`config.mk`:
```
export PLATFORM = sky130hd
export DESIGN_NAME = uart_tx_mmio
export DESIGN_NICKNAME = d
export VERILOG_FILES = /design/src/rtl/uart_tx_pkg.sv /design/src/rtl/sync_fifo.sv /design/src/rtl/uart_tx_mmio.sv
export SDC_FILE = /design/constraint.sdc
export NUM_CORES = 1
export LEC_CHECK = 0
export ABC_AREA = 1
export BUFFER_PORTS_ARGS = -buffer_cell sky130_fd_sc_hd__buf_2
export CORE_UTILIZATION = 52
export CTS_CLUSTER_DIAMETER = 60
export DETAILED_ROUTE_END_ITERATION = 8
export GPL_TIMING_DRIVEN = 0
export PLACE_DENSITY = 0.77
export SLEW_MARGIN = 0
export SYNTH_ARGS = -nofsm -noshare
export SYNTH_HDL_FRONTEND = slang
export SYNTH_SLANG_ARGS = --single-unit
```
`constraint.sdc`:
```
create_clock -name clk -period 2.18 [get_ports clk]
set_clock_uncertainty 0.1 [all_clocks]
set_input_delay 0.109 -clock clk [delete_from_list [all_inputs] [get_ports clk]]
set_output_delay 0.109 -clock clk [all_outputs]
set_load 0.005 [all_outputs]
```
`src/rtl/uart_tx_pkg.sv`:
```
// uart_tx_pkg: shared FSM encoding, register map, STATUS bit positions and baud divisor helper.
package uart_tx_pkg;
    typedef enum logic [1:0] {IDLE = 2'd0, START = 2'd1, DATA = 2'd2, STOP = 2'd3} state_e;
    localparam logic [3:0] TXDATA_OFS  = 4'h0;
    localparam logic [3:0] STATUS_OFS  = 4'h4;
    localparam logic [3:0] BAUDDIV_OFS = 4'h8;
    localparam int ST_BUSY  = 0;
    localparam int ST_FULL  = 1;
    localparam int ST_EMPTY = 2;
    localparam int ST_OVF   = 3;
    localparam int ST_CNT   = 8;
    function automatic int calc_div(input int clk_hz, input int baud);
        return (clk_hz + baud / 2) / baud;
    endfunction
endpackage

```
`src/rtl/sync_fifo.sv`:
```
// sync_fifo: power-of-two synchronous FIFO; a push is accepted only when not full at that edge.
module sync_fifo #(
    parameter int WIDTH = 8,
    parameter int DEPTH = 8
) (
    input  logic                     clk,
    input  logic                     reset,
    input  logic                     push_i,
    input  logic                     pop_i,
    input  logic [WIDTH-1:0]         wdata_i,
    output logic [WIDTH-1:0]         rdata_o,
    output logic                     full_o,
    output logic                     empty_o,
    output logic [$clog2(DEPTH):0]   count_o
);
    localparam int AW = $clog2(DEPTH);
    if (DEPTH < 2 || DEPTH > 256 || (DEPTH & (DEPTH - 1)) != 0) begin : g_bad_depth
        $error("sync_fifo: DEPTH must be a power of two in 2..256");
    end
    logic [WIDTH-1:0] mem_q [DEPTH];
    logic [AW-1:0] wptr_q, rptr_q;
    logic [AW:0] count_q, count_d;
    logic do_push, do_pop;
    assign full_o  = count_q == (AW+1)'(DEPTH);
    assign empty_o = count_q == '0;
    assign do_push = push_i && !full_o;
    assign do_pop  = pop_i && !empty_o;
    assign count_d = count_q + (AW+1)'(do_push) - (AW+1)'(do_pop);
    assign rdata_o = mem_q[rptr_q];
    assign count_o = count_q;
    always_ff @(posedge clk) begin
        if (do_push) mem_q[wptr_q] <= wdata_i;
    end
    always_ff @(posedge clk) begin
        if (reset) begin
            wptr_q  <= '0;
            rptr_q  <= '0;
            count_q <= '0;
        end else begin
            if (do_push) wptr_q <= wptr_q + AW'(1);
            if (do_pop) rptr_q <= rptr_q + AW'(1);
            count_q <= count_d;
        end
    end
endmodule

```
`src/rtl/uart_tx_mmio.sv`:
```
// uart_tx_mmio: memory-mapped 8N1 UART transmitter with TX FIFO and combinational status reads.
// Define UART_TX_BAUD_REG_EN to add a run-time BAUDDIV register at offset 0x8.
module uart_tx_mmio
    import uart_tx_pkg::*;
#(
    parameter int CLOCK_FREQ = 125_000_000,
    parameter int BAUD_RATE  = 115_200,
    parameter int FIFO_DEPTH = 8
) (
    input  logic        clk,
    input  logic        reset,
    input  logic        cs_n,
    input  logic        we,
    input  logic [3:0]  addr,
    input  logic [3:0]  byte_enable,
    input  logic [31:0] wdata,
    output logic [31:0] rdata,
    output logic        txd,
    output logic        irq
);
    localparam int DIV = calc_div(CLOCK_FREQ, BAUD_RATE);
    localparam logic [15:0] DIV16 = 16'(DIV);
    localparam int CW = $clog2(FIFO_DEPTH) + 1;
    if (DIV < 2 || DIV > 65535) begin : g_bad_div
        $error("uart_tx_mmio: baud divisor out of range 2..65535");
    end
    state_e state_q;
    logic [15:0] bcnt_q, bdiv;
    logic [2:0] bit_q;
    logic [7:0] shift_q, fifo_rdata;
    logic txd_q, ovf_q;
    logic [CW-1:0] cnt;
    logic full, empty, busy, pop, bit_end;
    logic wr, push_req, ovf_clr;
    logic [1:0] sel;
    logic [31:0] status, baud_rd;
    logic unused_bits;
    assign unused_bits = ^{addr[1:0], wdata[31:8], byte_enable[3:1]};
    assign sel      = addr[3:2];
    assign wr       = !cs_n && we;
    assign push_req = wr && sel == TXDATA_OFS[3:2] && byte_enable[0];
    assign ovf_clr  = wr && sel == STATUS_OFS[3:2] && byte_enable[0] && wdata[ST_OVF];
    assign busy     = state_q != IDLE;
    assign pop      = state_q == IDLE && !empty;
    assign bit_end  = bcnt_q == bdiv - 16'd1;
    assign txd      = txd_q;
    assign irq      = empty && state_q == IDLE;
    sync_fifo #(.WIDTH(8), .DEPTH(FIFO_DEPTH)) u_fifo (
        .clk     (clk),
        .reset   (reset),
        .push_i  (push_req),
        .pop_i   (pop),
        .wdata_i (wdata[7:0]),
        .rdata_o (fifo_rdata),
        .full_o  (full),
        .empty_o (empty),
        .count_o (cnt)
    );
`ifdef UART_TX_BAUD_REG_EN
    logic [15:0] baud_q, fdiv_q;
    logic wr_baud;
    assign wr_baud = wr && sel == BAUDDIV_OFS[3:2];
    // The divisor is latched at the pop so a frame in flight keeps its bit time.
    always_ff @(posedge clk) begin
        if (reset) begin
            baud_q <= DIV16;
            fdiv_q <= DIV16;
        end else begin
            if (wr_baud && byte_enable[0]) baud_q[7:0] <= wdata[7:0];
            if (wr_baud && byte_enable[1]) baud_q[15:8] <= wdata[15:8];
            if (pop) fdiv_q <= (baud_q < 16'd2) ? 16'd2 : baud_q;
        end
    end
    assign bdiv    = fdiv_q;
    assign baud_rd = {16'd0, baud_q};
`else
    assign bdiv    = DIV16;
    assign baud_rd = 32'd0;
`endif
    always_ff @(posedge clk) begin
        if (reset) ovf_q <= 1'b0;
        else ovf_q <= (push_req && full) || (ovf_q && !ovf_clr);
    end
    always_ff @(posedge clk) begin
        if (reset) begin
            state_q <= IDLE;
            bcnt_q  <= '0;
            bit_q   <= '0;
            shift_q <= '0;
            txd_q   <= 1'b1;
        end else begin
            case (state_q)
                IDLE: if (!empty) begin
                    shift_q <= fifo_rdata;
                    bcnt_q  <= '0;
                    txd_q   <= 1'b0;
                    state_q <= START;
                end
                START: if (bit_end) begin
                    bcnt_q  <= '0;
                    bit_q   <= '0;
                    txd_q   <= shift_q[0];
                    state_q <= DATA;
                end else bcnt_q <= bcnt_q + 16'd1;
                DATA: if (bit_end) begin
                    bcnt_q  <= '0;
                    shift_q <= shift_q >> 1;
                    bit_q   <= bit_q + 3'd1;
                    txd_q   <= (bit_q == 3'd7) ? 1'b1 : shift_q[1];
                    if (bit_q == 3'd7) state_q <= STOP;
                end else bcnt_q <= bcnt_q + 16'd1;
                STOP: if (bit_end) begin
                    bcnt_q  <= '0;
                    state_q <= IDLE;
                end else bcnt_q <= bcnt_q + 16'd1;
            endcase
        end
    end
    always_comb begin
        status = 32'(cnt) << ST_CNT;
        status[ST_BUSY]  = busy;
        status[ST_FULL]  = full;
        status[ST_EMPTY] = empty;
        status[ST_OVF]   = ovf_q;
    end
    assign rdata = cs_n ? 32'd0 :
                   sel == STATUS_OFS[3:2]  ? status :
                   sel == BAUDDIV_OFS[3:2] ? baud_rd : 32'd0;
endmodule

```
==> summary.md, run 1 <==
| Metric | Value |
|---|---|
| Status | complete, no violations |
| CTS Buffer Depth | 2 |
| N_diodes | 0 |
| CTS sink cnt | 108 |
| Placed instance count | 779 |
| Design area | 6150 um2 |
| Vias | 4173 |
| Synth unique cells | 37 |
| Final core utilization | 62.7% |
| RePlAce Congestion | 0.872 |
| Number of max-slew violations in the final report | 0 |
| Remaining DRCs | 0 |
| Placed inst area | 5660 um2 |
| Largest net degree at the start of global routing | 20 |
| Pre-antenna DRT Iters | 5 |
| Starting DRT DRC Count | 213 |
| Avg Cell Area, Syn | 8.82 um2 |
| Core area | 9820 um2 |
| Crit-path max FO | 8 |
| Proportion of power drawn by combinational gates | 40.8% |
| Initial antenna violation count | 0 |
| Switching fraction of total power | 40.0% |
| CTS buffer count | 9 |
| Number of flops mapped to enable cells by yosys | 64 |
| CTS root buffer | clkbuf_8 |
| Sum Neg Setup Slack | 0 ps |
| PortBufs | 24 |
| Peak VDD IR | 0.741 mV |
| WL/cell | 14.2 um |
| Achievable clock frequency | 0.469 GHz |
| Sequential power share | 40.6% |
| Non-Filler Instances | 812 |
| Vias per inst | 5.14 |
| Post-Syn Area | 5280 um2 |
| CP startpoint kind | register |
| Slew @ Worst Pin | 590 ps |
| Fin crit share | 97.7% |
| Hold Crit Class | in2reg |
| Static Leak | 0.00247 uW |
| CTS clk-pin slew, worst paths | 110 ps |
| WL final | 11500 um |
| IO Pins | 78 |
| Nets@finish | 735 |
| Final setup vio count | 0 |
| Grt total ovfl | 0 |
| Fin. Hold Viols | 0 |
| GRT Overall Usage | 22.4% |
| Register area share after synthesis | 53.1% |
| Max-cap violations | 0 |
| P_sw | 2440 uW |
| WP data arrival | 2070 ps |
| Asr flop ratio synth | 0% |
| Yosys reg bits | 108 |
| Worst hold slack | 23.1 ps |
| CP required | 2120 ps |
| First-pass GRT wire length | 17900 um |
| H-tree depth | 3 |
| Power share of the clock group | 18.6% |
| Area growth, synth to finish | 16.5% |
| Most common flop cell mapped by yosys | edfxtp_1 |
| Worst path most repeated cell | nand2_1 |
| Worst-path cell chain | inv_2 > ha_1 > nand2_1 > nand2_1 > or2_1 > nor3_4 |
| Die X | 103 um |
| Max_slew headroom | 60.6% |
| Unrepaired setup endpoints after global routing | true |
| Die span in y | 103 um |
| DRT antenna net count | 0 |
| Pwr/cell area | 993 nW/um2 |
| Layout cell share with drive strength beyond 1 | 18.0% |
| P_int | 3660 uW |
| Number of global-route vias before repair | 3860 |
| Endpoint class of the critical path | register |
| CTS tree | built |
| Crit-path max cell delay | 420 ps |
| Setup Crit Path Kind | reg2reg |
| Synth warnings | 0 |
| Detail Placement HPWL | 7700 um |
| Worst skew pair latency | 380 ps |
| Mapped Cells | 599 |
| Std cell rows | 36 |
| CP max-delay cell | or2_1 |
| Starting Density | 53.8% |
| Die ar. | 10600 um2 |
| Period minus WS final | 2130 ps |
## synthesized netlist by cell type (all sizes together), types with 2 or more instances
cell    number  area (um2)
a21oi       31         159
buf         33         229
clkbuf      10        37.5
clkinv       3        11.3
dfxtp       44         881
edfxtp      64        1920
ha          16         200
inv         43         161
nand2       95         403
nand3       31         173
nand4        4        25.0
nor2       130         515
nor3        11        60.1
o211ai      15         113
o21ai       57         285
or2          2        12.5
xor2         4        35.0
## per-stage QoR
stage	worst slack, ps	total power, uW
after CTS	-98.4	6000
after global routing	-42.5	6570
after detailed placement	-442	4820
after global placement	-373	4730
final	49.1	6110
after floorplan	74.6	4240
## state kept, by name, indices dropped and copies added, names as in the netlist, named ones only
name	count
state_q	2
u_fifo.mem_q	64
txd	1
shift_q	8
bit_q	3
u_fifo.rptr_q	3
u_fifo.count_o	4
ovf_q	1
bcnt_q	16
u_fifo.wptr_q	3
## worst max-delay path, delay by kind of cell, from the launching register on
family                   cells  cell delay, ps
AND/OR/NAND/NOR              4            1100
adder cells (fa/ha/maj)      1             210
buffers and inverters        1              50
flip-flops                   1             330
## per-layer routing
| layer | up-vias | share of wire [%] | track usage (%) |
|---|---|---|---|
| li1 | 2096 | - | - |
| met1 | 1913 | 41 | 25.7 |
| met2 | 144 | 52 | 41.0 |
| met3 | 20 | 5.2 | 5.42 |
| met4 | 0 | 1.8 | 7.48 |
| met5 | - | 0 | 0 |
## path summary, 6_finish.rpt
path	startpoint	endpoint	slack [ps]	depth (start not counted)
setup reg to reg	u_fifo.count_o[2]	u_fifo.mem_q[6][7]	50	6
hold reg to reg	txd	txd	370	2
setup / recovery	u_fifo.count_o[2]	u_fifo.mem_q[6][7]	50	6
hold / removal	we	ovf_q	20	4
## power by group through the flow
stage	logic (uW)	registers [uW]	clock network, uW
floorplan	1760	2480	0
finish	2490	2480	1140
detailed placement	2310	2510	0
global route	2830	2510	1230
CTS	2390	2470	1140
global placement	2230	2500	0
## cell type report
cell class / count / area, um2
Multi-Input combinational cell: 425 / 2230
Sequential cell: 108 / 2810
Clock inverter: 6 / 48.8
Clock buffer: 10 / 128
Inverter: 46 / 178
Tap cell: 133 / 166
Buffer: 43 / 267
Timing Repair Buffer: 41 / 323
Fill cell: 811 / 3670
## cells by family (layout without fill, tap and decap cells)
group           count (synthesis)  in the layout  synth area share, %
buf+inv                        89            146                 8.31
simple gates                  275            275                 22.9
fa+ha+maj                      17             17                 4.17
other cells                     1             24               0.0710
xor+xnor                        5              5                0.829
compound gates                104            104                 10.7
flops                         108            108                 53.1
## layout by cell type (no fill, tap or decap), types with 15 or more instances in the layout
cell type / Yosys / routed
a21oi_1: 30 / 30
nand3_1: 29 / 29
o211ai_1: 15 / 15
nor2_1: 123 / 120
inv_1: 41 / 38
buf_2: 6 / 30
buf_4: 26 / 29
o21ai_0: 54 / 53
edfxtp_1: 64 / 64
conb_1: 1 / 24
dfxtp_1: 44 / 40
nand2_1: 88 / 86
## timing repair
action | 4_1_cts | 5_1_grt
pin swaps | 0 | 5
resized for setup | 16 | 17
hold buffers | 10 | 0
buffers inserted | 0 | 7
endpoints found under the hold margin | 67 | 0
setup endpoints to repair | 67 | 70
Note: power is estimated with default switching activity, not from simulation.
==> run 2: changes to the inputs <==
- MAX_ROUTING_LAYER: not set -> met4
- SLEW_MARGIN: 0 -> not set
==> run 2 against run 1 <==
Effect of this change: sequential power about the same; wire length down 1.3%; clock power increased by 6%; combinational power is essentially flat; non-clock buffer count grew 2; hold slack gained 2.5 ps; largest cell class unchanged; sequential share of layout area is 0.43 points lower; critical endpoint is now u_fifo.count_o[2]; critical path type unchanged; register-to-register slack improved by 30 ps.
==> summary.md, run 2 (synthesized netlist as in run 1, its figures left out) <==
| Metric | Value |
|---|---|
| Starting DRT DRC Count | 187 (was 213) |
| PortBufs | 24 (unchanged) |
| Largest Register | u_fifo.mem_q (unchanged) |
| Pre-antenna DRT Iters | 4 (was 5) |
| Unrepaired setup endpoints after global routing | true (unchanged) |
| Nets@finish | 737 (was 735) |
| Vias | 4224 (was 4173) |
| CTS tree | built (unchanged) |
| CTS buffer count | 9 (unchanged) |
| Grt total ovfl | 0 (unchanged) |
| Non-Filler Instances | 814 (was 812) |
| Fillers | 807 (was 811) |
| Die X | 103 um (unchanged) |
| CP required | 2340 ps (was 2120 ps) |
| Hold Crit Class | in2reg (unchanged) |
| CTS sink cnt | 108 (unchanged) |
| Most common cell after layout, fill and taps aside | nor2_1 (unchanged) |
| Period minus WS final | 2100 ps (was 2130 ps) |
| Max-cap violations | 0 (unchanged) |
| Pwr/cell area | 998 nW/um2 (was 993 nW/um2) |
| Starting Density | 53.8% (unchanged) |
| Placed instance count | 779 (unchanged) |
| Static Leak | 0.00250 uW (was 0.00247 uW) |
| Number of max-slew violations in the final report | 0 (unchanged) |
| WL final | 11400 um (was 11500 um) |
| CP startpoint kind | register (unchanged) |
| Most frequent cells in the layout | nor2_1, nand2_1, edfxtp_1, o21ai_0, dfxtp_1 (unchanged) |
| First-pass GRT wire length | 17400 um (was 17900 um) |
| H-tree depth | 3 (unchanged) |
| Achievable clock frequency | 0.475 GHz (was 0.469 GHz) |
| WL/cell | 14.0 um (was 14.2 um) |
| Met2 WL | 5950 um (was 6040 um) |
| Detail Placement HPWL | 7820 um (was 7700 um) |
| Status | complete, no violations (unchanged) |
| CTS Buffer Depth | 2 (unchanged) |
| CTS clk-pin slew, worst paths | 120 ps (was 110 ps) |
| Max_slew headroom | 62.9% (was 60.6%) |
| Setup Crit Path Kind | reg2reg (unchanged) |
| Max reg flops | 64 (unchanged) |
| Endpoint class of the critical path | register (unchanged) |
| RePlAce Congestion | 0.851 (was 0.872) |
| R2R Path Start | u_fifo.count_o[1] (was u_fifo.count_o[2]) |
| Std cell rows | 36 (unchanged) |
| IO Pins | 78 (unchanged) |
| DRT antenna net count | 0 (unchanged) |
| Final setup vio count | 0 (unchanged) |
| Highest routed layer | met4 (unchanged) |
| GRT Overall Usage | 22.3% (was 22.4%) |
| Min-Delay Startpoint | we (unchanged) |
| Crit-path max FO | 4 (was 8) |
| Post-Route M1 WL | 4750 um (was 4680 um) |
| WL met3 | 518 um (was 598 um) |
| Worst hold slack | 25.5 ps (was 23.1 ps) |
| Largest net degree at the start of global routing | 22 (was 20) |
| Core area | 9820 um2 (unchanged) |
| Fin. Hold Viols | 0 (unchanged) |
| Peak VDD IR | 0.813 mV (was 0.741 mV) |
| Remaining DRCs | 0 (unchanged) |
| CP Launch Point | u_fifo.count_o[1] (was u_fifo.count_o[2]) |
| Slew @ Worst Pin | 557 ps (was 590 ps) |
| CTS root buffer | clkbuf_8 (unchanged) |
| N_diodes | 0 (unchanged) |
| Design area | 6210 um2 (was 6150 um2) |
| Fin crit share | 96.5% (was 97.7%) |
| Initial antenna violation count | 0 (unchanged) |
| Die ar. | 10600 um2 (unchanged) |
| Worst skew pair latency | 380 ps (about the same) |
| Layout cell share with drive strength beyond 1 | 18.4% (was 18.0%) |
| Area growth, synth to finish | 17.6% (was 16.5%) |
| Placed inst area | 5660 um2 (unchanged) |
| Regs by FF count | u_fifo.mem_q x64, bcnt_q x16, shift_q x8 (unchanged) |
| WP data arrival | 2260 ps (was 2070 ps) |
| Die span in y | 103 um (unchanged) |
| Number of global-route vias before repair | 3785 (was 3860) |
| Vias per inst | 5.19 (was 5.14) |
==> run 2: changes by cell type in the layout (fill, tap and decap cells not counted) <==
cell and delta:
inv_6 +3, buf_12 +2, clkinv_4 -2, clkbuf_1 -1, clkinv_8 +1, clkinvlp_4 -1
nor2_2 -1, nor2_4 +1
==> run 2: report_power, final <==
group | switching (uW) | leakage [uW] | internal, uW
combinational | 1600 | 0.00147 | 902
sequential | 137 | 0.000936 | 2350
clock | 756 | 0.0000959 | 450
total | 2500 | 0.00250 | 3700
==> run 2: worst max-delay path, stage by stage (launching register included) <==
cell     delay [ps]
dfxtp_1         440
nor2_1          120
nand2_1         110
nand2_2          90
nor2_4          140
inv_1            70
o21ai_1          90
ha_2            210
inv_1            50
fa_1            380
xor2_1          140
nor2_1           50
==> run 2: cell type report <==
class	instances	area, um2	area share (%)
buffer	43	267	4.29
clock buffer	9	124	1.99
clock inverter	7	70.1	1.13
inverter	46	174	2.80
multi-input combinational	425	2240	36.1
sequential	108	2810	45.2
tap	133	166	2.68
timing repair buffer	43	363	5.84
==> run 2: timing repair <==
action                                 CTS  global route
pin swaps                                0             9
hold buffers                            10             0
endpoints found under the hold margin   67             0
gates resized for setup                 16            17
setup endpoints to repair               68            67
buffers inserted                         0             9
==> run 2: final timing paths <==
path / slack, ps / depth (start not counted) / endpoint
setup / recovery: 80 / 11 / u_fifo.count_o[2]
hold / removal: 30 / 4 / ovf_q
setup reg to reg: 80 / 11 / u_fifo.count_o[2]
hold reg to reg: 380 / 2 / txd
==> run 2: per-layer routing <==
layer	track usage (%)	vias up
met4	8.02	0
met3	4.54	18
li1	-	2107
met5	-	-
met2	38.6	121
met1	25.7	1978
==> run 2: metrics by stage <==
step           util, %  setup TNS (ps)  setup slack [ps]  power (uW)
6_report          63.3               0              76.9        6200
3_5_place_dp      57.6          -18660              -411        4830
3_3_place_gp      57.6          -15230              -373        4730
5_1_grt           63.3            -208             -72.1        6610
4_1_cts           61.3            -960             -68.7        6090
2_1_floorplan        -               0              74.6        4240
